==> config.mk <==
export PLATFORM = sky130hd
export DESIGN_NAME = fpu_arbiter
export DESIGN_NICKNAME = d
export VERILOG_FILES = /design/src/rtl/fpu_arbiter.sv
export SDC_FILE = /design/constraint.sdc
export NUM_CORES = 1
export LEC_CHECK = 0
export ABC_AREA = 1
export CAP_MARGIN = 30
export CORE_UTILIZATION = 36
export DETAILED_ROUTE_END_ITERATION = 7
export PLACE_DENSITY = 0.8
export SYNTH_ARGS = -nofsm -noshare
export SYNTH_HDL_FRONTEND = slang
export SYNTH_SLANG_ARGS = --single-unit
==> constraint.sdc <==
create_clock -name clk -period 1.53 [get_ports clk]
set_input_delay 0.306 -clock clk [delete_from_list [all_inputs] [get_ports clk]]
set_output_delay 0.306 -clock clk [all_outputs]
set_load 0.005 [all_outputs]
==> src/rtl/fpu_arbiter.sv <==
// fpu_arbiter: two-port round-robin front end that shares one fpu_core.
// It holds one operation at a time and returns the result to the port
// that issued it. If the core stays busy for TIMEOUT cycles, it returns
// an error completion instead.

package fpu_p;
   typedef enum logic [1:0] {
      ADD = 2'd0,
      SUB = 2'd1,
      MUL = 2'd2
   } Operation;
endpackage

module fpu_arbiter #(
   parameter int WIDTH   = 32,
   parameter int TIMEOUT = 64
) (
   input  logic                 clk,
   input  logic                 rst,
   input  logic [1:0]           req_valid,
   output logic [1:0]           req_ready,
   input  fpu_p::Operation      req_op0,
   input  fpu_p::Operation      req_op1,
   input  logic [WIDTH-1:0]     req_a0,
   input  logic [WIDTH-1:0]     req_b0,
   input  logic [WIDTH-1:0]     req_a1,
   input  logic [WIDTH-1:0]     req_b1,
   output logic [1:0]           rsp_valid,
   input  logic [1:0]           rsp_ready,
   output logic [WIDTH-1:0]     rsp_data,
   output logic                 rsp_err,
   output logic                 fpu_start,
   output fpu_p::Operation      fpu_op,
   output logic [WIDTH-1:0]     fpu_a,
   output logic [WIDTH-1:0]     fpu_b,
   input  logic                 fpu_busy,
   input  logic [WIDTH-1:0]     fpu_result
);

   // The WAIT counter only needs to reach TIMEOUT-1. The cycle that sees
   // that value while the core is still busy is the last WAIT cycle.
   localparam int CW = (TIMEOUT > 1) ? $clog2(TIMEOUT) : 1;
   localparam logic [CW-1:0] TO_LAST = CW'(TIMEOUT - 1);

   typedef enum logic [1:0] {
      S_IDLE  = 2'd0,
      S_ISSUE = 2'd1,
      S_WAIT  = 2'd2,
      S_RESP  = 2'd3
   } state_t;

   state_t           r_state;
   state_t           w_next;
   logic             r_rr;
   logic             r_gnt;
   fpu_p::Operation  r_op;
   logic [WIDTH-1:0] r_a;
   logic [WIDTH-1:0] r_b;
   logic [CW-1:0]    r_cnt;
   logic             w_gnt;
   logic             w_accept;
   logic             w_done;
   logic             w_tmo;

   // If only one port is valid, it wins. If both are valid, the rr pointer decides.
   assign w_gnt = (&req_valid) ? r_rr : req_valid[1];

   // State register. An asynchronous reset drops any operation in flight.
   always_ff @(posedge clk or negedge rst) begin
      if (!rst) r_state <= S_IDLE;
      else      r_state <= w_next;
   end

   // Next-state logic and all handshake/core outputs, decoded from the current state.
   always_comb begin
      w_next    = r_state;
      w_accept  = 1'b0;
      w_done    = 1'b0;
      w_tmo     = 1'b0;
      req_ready = 2'b00;
      rsp_valid = 2'b00;
      fpu_start = 1'b0;
      fpu_op    = fpu_p::ADD;
      fpu_a     = '0;
      fpu_b     = '0;
      case (r_state)
         S_IDLE: begin
            if (|req_valid) begin
               req_ready[w_gnt] = 1'b1;
               w_accept         = 1'b1;
               w_next           = S_ISSUE;
            end
         end
         S_ISSUE: begin
            fpu_start = 1'b1;
            fpu_op    = r_op;
            fpu_a     = r_a;
            fpu_b     = r_b;
            w_next    = S_WAIT;
         end
         S_WAIT: begin
            if (!fpu_busy) begin
               w_done = 1'b1;
               w_next = S_RESP;
            end else if (r_cnt == TO_LAST) begin
               w_tmo  = 1'b1;
               w_next = S_RESP;
            end
         end
         S_RESP: begin
            rsp_valid[r_gnt] = 1'b1;
            if (rsp_ready[r_gnt]) w_next = S_IDLE;
         end
         default: w_next = S_IDLE;
      endcase
   end

   // Capture the accepted request and advance rr. Count WAIT cycles. Capture the response.
   always_ff @(posedge clk or negedge rst) begin
      if (!rst) begin
         r_rr     <= 1'b0;
         r_gnt    <= 1'b0;
         r_op     <= fpu_p::ADD;
         r_a      <= '0;
         r_b      <= '0;
         r_cnt    <= '0;
         rsp_data <= '0;
         rsp_err  <= 1'b0;
      end else begin
         if (w_accept) begin
            r_gnt <= w_gnt;
            r_rr  <= ~w_gnt;
            if (w_gnt) begin
               r_op <= req_op1;
               r_a  <= req_a1;
               r_b  <= req_b1;
            end else begin
               r_op <= req_op0;
               r_a  <= req_a0;
               r_b  <= req_b0;
            end
         end
         if (r_state == S_WAIT) r_cnt <= r_cnt + CW'(1);
         else                   r_cnt <= '0;
         if (w_done) begin
            rsp_data <= fpu_result;
            rsp_err  <= 1'b0;
         end else if (w_tmo) begin
            rsp_data <= '0;
            rsp_err  <= 1'b1;
         end
      end
   end

endmodule
==> flow_metrics.py, run 1 <==
metrics = {
    "power_and_ir_drop": {
        "pwr-share-seq_pct": 28.5,
        "switching_power_uw": 6990,
        "comb_power_share_pct": 58.7,
        "leakagePower_uw": 0.00559,
        "intPower_uw": 11600,
        "pwr_density_cell_nw_per_um2": 1810,
        "ir_worst_vdd_mv": 0.866,
        "clkPwrFrac_pct": 12.8,
        "p_total_uw": 18600,
        "sw_frac_of_total_pct": 37.6,
    },
    "critical_path": {
        "cp-start-kind": "flip-flop",
        "critPathArrivalTime_ps": 1680,
        "crit_path_top_delay_cell": "dfrtp_1",
        "crit_top_cell": "buf_12",
        "required_ps": 1220,
        "cp_slowest_stage_delay_ps": 420,
        "path_buf_inv": 6,
        "cp_max_fo": 5,
        "cp-end-kind": "output pin",
        "cpLargestDelayFamily": "buffers and inverters",
        "crit_type": "flip-flop to output pin",
        "crit_chain": "ha_4 -> buf_12 -> buf_12 -> buf_12 -> buf_16 -> nand2_4 -> inv_2 -> buf_6",
    },
    "floorplanning": {
        "rows": 43,
        "die_height_um": 123,
        "ios": 275,
        "core-area_um2": 14000,
        "fp.dieW_um": 123,
        "dieArea_um2": 15000,
        "initial_utilization_pct": 37.2,
    },
    "synth": {
        "syn_avg_cell_area_um2": 7.45,
        "yosysWarnings": 0,
        "syn-num-nets": 878,
        "netlist_instances": 702,
        "syn_area_um2": 5230,
        "synth-seq-cells": 109,
        "synth_cell_types": 19,
        "ys_seq_area_share_pct": 52.2,
    },
    "placement": {
        "dp_slack_ps": -478,
        "place_congestion": 0.789,
        "numPortBuffers": 274,
        "dpl.hpwl_mm": 12.1,
    },
    "grt": {
        "grt_pass1_wl_mm": 31.8,
        "antenna_found_initial": 0,
        "grt_max_degree": 52,
        "grt_pass1_vias": 6063,
        "overflow": 0,
        "grtUsageTotal_pct": 28.8,
    },
    "cells_and_area": {
        "drive_gt1_share_pct": 28.8,
        "fin_nets": 1227,
        "diodes": 0,
        "post-route-util_pct": 72.9,
        "area_delta_synth_final_pct": 95.9,
    },
    "routing": {
        "viasPerCell": 4.92,
        "vias": 6074,
        "drt_iter0_drc": 274,
        "postRouteWirelength_mm": 22.0,
        "drcViolationCount": 0,
        "dr.pass1.iters": 5,
        "wl_per_cell_um": 17.8,
        "drtAntennaViolNets": 0,
    },
    "clock_tree": {
        "cts_sinks": 109,
        "clockBufferDepth": 2,
        "root_buffer": "clkbuf_16",
        "htreeDepth": 3,
        "path_clk_slew_ps": 70,
        "cts_tree": "built",
        "clock_latency_ps": 350,
        "numCtsBuffers": 9,
    },
    "sta": {
        "relSlewSlack_pct": 80.5,
        "fin_crit_ps": 1990,
        "layout_setup_ws_ps": -459,
        "skew_ps": 7.96,
        "setup_viol": 174,
        "rsz0062_at_grt": "true",
        "finalCritPeriodShare_pct": 130,
        "tightest_slew_ps": 292,
        "clock.fmax_ghz": 0.503,
        "hold_violations": 0,
        "drv_slew": 0,
        "holdWs_ps": 373,
    },
    "hold_path": {
        "min_path_type": "input port to asynchronous set/reset pin",
    },
    "job": {
        "cap_violations": 0,
    },
    "outcome": {
        "status": "finished with violations",
        "violations": "setup timing",
    },
}
-- kinds of logic after synthesis --
family / count (synthesis) / synth area share [%]
buf+inv: 116 / 8.86
simple gates: 430 / 33.6
flops: 109 / 52.2
compound gates: 41 / 4.02
fa+ha+maj: 5 / 1.20
xor+xnor: 1 / 0.168
-- sequential cells by signal, summed over array words and instances, names as in the netlist --
name / flops
r_b: 32
r_op: 2
rsp_data: 32
rsp_err: 1
r_a: 32
r_gnt: 1
r_state: 2
r_cnt: 6
r_rr: 1
-- cell usage in the layout, fill, tap and decap left out, drive strengths merged --
master / count
a21oi: 4
buf: 163
bufbuf: 5
bufinv: 1
clkbuf: 11
clkdlybuf4s50: 169
clkinv: 3
dfrtp: 109
dlygate4sd2: 22
dlygate4sd3: 1
dlymetal6s2s: 12
ha: 5
inv: 82
nand2: 313
nand3: 88
nor2: 28
nor3: 1
o21ai: 35
o21bai: 2
xor2: 1
-- repair_timing --
item	4_1_cts	5_1_grt
endpoints found under the hold margin	16	0
buffers inserted	41	6
gates cloned	27	1
hold buffers	1	0
pin swaps	4	2
setup endpoints to repair	177	186
gates resized for setup	445	106
-- final timing paths --
check	endpoint	slack, ps	cells past startpoint	startpoint
min	rsp_data[11]$_DFFE_PN0P_	370	2	rst
max	fpu_a[10]	-460	8	r_state[0]$_DFFE_PN0P_
max in group asynchronous	r_b[3]$_DFFE_PN0P_	590	3	rst
min in group clk	r_cnt[0]$_DFF_PN0_	460	1	r_cnt[0]$_DFF_PN0_
min reg2reg	r_cnt[0]$_DFF_PN0_	460	1	r_cnt[0]$_DFF_PN0_
max reg2reg	r_b[23]$_DFFE_PN0P_	-340	13	r_state[0]$_DFFE_PN0P_
-- Yosys cell counts --
master    instances  area, um^2
o21bai_1          2        15.0
o21ai_0          35         175
nand3_1          88         440
buf_4             2        15.0
clkbuf_1         15        56.3
xor2_1            1        8.76
nor2_4            3        33.8
dfrtp_1         109        2730
buf_1             3        11.3
nor2_2            2        12.5
nand2_2           1        6.26
nand2_1         312        1170
inv_2             5        18.8
a21oi_1           4        20.0
buf_2            16        80.1
inv_1            75         282
ha_1              5        62.6
nor3_1            1        5.00
nor2_1           23        86.3
-- cell type report --
type,count,area (um^2)
fill,1005,3800
clock buffer,9,225
clock inverter,6,62.6
inverter,80,318
tap,180,225
multi-input combinational,477,2390
timing repair buffer,374,4290
sequential,109,2730
-- per-stage QoR --
stage                     instance area [um^2]  std cells  TNS [ps]
after detailed placement                  8380       1149    -40260
final                                    10200       1235    -44040
after floorplan                           5240        702         0
after global placement                    8380       1149    -36530
after global routing                     10200       1235    -57280
after CTS                                 9920       1233    -43840
-- power by group through the flow --
stage / logic (uW) / clock network (uW) / registers [uW]
global route: 11700 / 2510 / 5420
floorplan: 3220 / 0 / 4890
detailed placement: 7050 / 0 / 5010
CTS: 10300 / 2410 / 5120
global placement: 6920 / 0 / 4950
finish: 10900 / 2380 / 5300
-- routing by layer --
metal	routed length (um)	vias up	GRT usage, %
met5	0	-	0
met4	555	0	10.1
met3	2050	40	8.13
met2	11000	322	51.9
met1	8380	2863	32.1
li1	-	2849	-
Note: power is estimated with default switching activity, not from simulation.
==> inputs of run 2 (changes only) <==
--- a/config.mk
+++ b/config.mk
@@ -7,9 +7,10 @@
 export LEC_CHECK = 0
 export ABC_AREA = 1
 export CAP_MARGIN = 30
+export CORE_ASPECT_RATIO = 0.75
 export CORE_UTILIZATION = 36
 export DETAILED_ROUTE_END_ITERATION = 7
-export PLACE_DENSITY = 0.8
+export PLACE_DENSITY = 0.77
 export SYNTH_ARGS = -nofsm -noshare
 export SYNTH_HDL_FRONTEND = slang
 export SYNTH_SLANG_ARGS = --single-unit
==> run 2 against run 1 <==
The flow still finishes with violations (setup timing). Clock skew is 2.2 ps higher. Flip-flop and latch count stayed put. First-iteration DRC count grew 73%. Maximum frequency shrank 1.9%.
==> flow_metrics.py, run 2 (synthesis results as in run 1) <==
metrics = {
    "power_and_ir_drop": {
        "ir_worst_vdd_mv": 0.882,
        "switching_power_uw": 7850,
        "clkPwrFrac_pct": 12.5,
        "pwr_density_cell_nw_per_um2": 1880,
        "comb_power_share_pct": 60.5,
        "leakagePower_uw": 0.00570,
        "pwr-share-seq_pct": 27.0,
        "sw_frac_of_total_pct": 39.3,
        "intPower_uw": 12100,
    },
    "cells_and_area": {
        "fin_nets": 1239,
        "post-route-util_pct": 76.3,
        "layout.cells.non_filler": 1264,
        "layout_common_cells": "nand2_1 (205), clkdlybuf4s50_1 (186), dfrtp_1 (108)",
        "reg_top3": "r_a x32, r_b x32, rsp_data x32",
        "multiInputGateArea_um2": 2620,
        "fillers": 930,
        "regArea_um2": 2730,
        "drive_gt1_share_pct": 36.0,
        "final_common_cell": "nand2_1",
        "area_delta_synth_final_pct": 103,
    },
    "critical_path": {
        "cp_slowest_stage_delay_ps": 400,
        "crit_path_top_delay_cell": "dfrtp_1",
        "required_ps": 1220,
        "critPathArrivalTime_ps": 1720,
        "cp.depth": 9,
        "cp-start-kind": "flip-flop",
        "crit_type": "flip-flop to output pin",
        "cp-end-kind": "output pin",
        "cp_max_fo": 5,
        "r2r-start": "r_state[0]$_DFFE_PN0P_",
        "cpLargestDelayFamily": "buffers and inverters",
        "crit_chain": "inv_2 -> ha_4 -> buf_12 -> buf_12 -> buf_8 -> buf_6 -> nand2_4 -> inv_2 -> buf_6",
        "reg2reg_slack_ps": -410,
        "worst-r2r-cell-count": 13,
        "r2r_end": "r_b[26]$_DFFE_PN0P_",
        "path_buf_inv": 7,
    },
    "clock_tree": {
        "clockBufferDepth": 2,
        "root_buffer": "clkbuf_16",
        "numCtsBuffers": 9,
        "cts_tree": "built",
        "htreeDepth": 3,
        "clock_latency_ps": 350,
        "path_clk_slew_ps": 90,
        "cts_sinks": 109,
    },
    "outcome": {
        "status": "finished with violations",
        "violations": "setup timing",
    },
    "grt": {
        "overflow": 0,
        "grt_pass1_vias": 6001,
        "grt_max_degree": 34,
        "grtUsageTotal_pct": 28.9,
        "grt_pass1_wl_mm": 32.8,
        "antenna_found_initial": 1,
    },
    "hold_path": {
        "min_path_type": "input port to asynchronous set/reset pin",
    },
    "sta": {
        "skew_ps": 10.2,
        "fin_crit_ps": 2030,
        "rsz0062_at_grt": "true",
        "clock.fmax_ghz": 0.493,
        "setup_viol": 177,
        "finalCritPeriodShare_pct": 133,
        "drv_slew": 0,
        "layout_setup_ws_ps": -497,
        "hold_violations": 0,
        "relSlewSlack_pct": 72.4,
        "tightest_slew_ps": 414,
    },
    "routing": {
        "postRouteWirelength_mm": 25.0,
        "dr.pass1.iters": 7,
        "drcViolationCount": 0,
        "viasPerCell": 5.10,
        "vias": 6441,
        "drtAntennaViolNets": 0,
        "wl_per_cell_um": 19.8,
        "drt_iter0_drc": 475,
    },
    "floorplanning": {
        "rows": 37,
        "core-area_um2": 13900,
        "ios": 275,
        "dieArea_um2": 15000,
        "fp.dieW_um": 141,
        "die_height_um": 106,
        "initial_utilization_pct": 37.5,
    },
    "placement": {
        "place_congestion": 0.797,
        "place_inst": 1166,
        "dpl.hpwl_mm": 12.2,
        "numPortBuffers": 274,
    },
    "job": {
        "cap_violations": 0,
    },
}
run 2: changes by cell type in the layout (fill, tap and decap cells not counted), moves of 17 or more:
cell / before / now
nand2_1: 246 / 205
nand2_2: 41 / 73
buf_6: 39 / 61
dlygate4sd2_1: 22 / 0
buf_2: 46 / 26
clkdlybuf4s50_1: 169 / 186
run 2: timing repair:
| action | 4_1_cts | 5_1_grt |
|---|---|---|
| endpoints found under the setup margin | 186 | 207 |
| pin swaps | 0 | 18 |
| hold endpoints to repair | 19 | 0 |
| hold buffers | 1 | 0 |
| buffers inserted | 40 | 22 |
| gates cloned | 19 | 8 |
| gates resized for setup | 350 | 305 |
run 2: worst max path at each step:
stage	slack, ps	startpoint	endpoint
4_1_cts	-650	r_state[0]$_DFFE_PN0P_	fpu_a[10]
6_report	-500	r_state[1]$_DFFE_PN0P_	fpu_a[8]
3_3_place_gp	-490	req_valid[0]	req_ready[0]
2_1_floorplan	10	r_state[0]$_DFFE_PN0P_	req_ready[0]
3_5_place_dp	-490	req_valid[0]	req_ready[0]
5_1_grt	-550	r_state[1]$_DFFE_PN0P_	fpu_a[8]
run 2: metrics by stage:
step           power, uW  worst slack (ps)  TNS [ps]  hold slack, ps  area [um^2]
3_5_place_dp       11900              -494    -46870             257         8350
5_1_grt            21000              -550    -63690             423        10600
6_report           20000              -497    -52850             418        10600
4_1_cts            17300              -647    -47930             428         9610
3_3_place_gp       11700              -494    -42320             257         8350
2_1_floorplan       8110              12.2         0            10.4         5240
run 2: power by group through the flow:
stage	clock network, uW	registers, uW	logic (uW)
3_3_place_gp	0	4930	6770
3_5_place_dp	0	4960	6900
2_1_floorplan	0	4890	3220
5_1_grt	2650	5530	12800
4_1_cts	2510	5000	9750
6_report	2500	5410	12100
run 2: area by class of cell:
type	instances	share of cell area, %
clock inverter	7	0.753
timing repair inverter	1	0.153
clock buffer	9	2.12
inverter	80	3.05
sequential	109	25.7
antenna	1	0.0235
multi-input combinational	477	24.6
tap	195	2.29
timing repair buffer	385	41.3
run 2: routing by layer:
metal  routed length, um  GRT usage, %
met1                9460          34.5
met2               11700          47.1
met3                2510          10.4
met4                1320          11.8
met5                   0             0
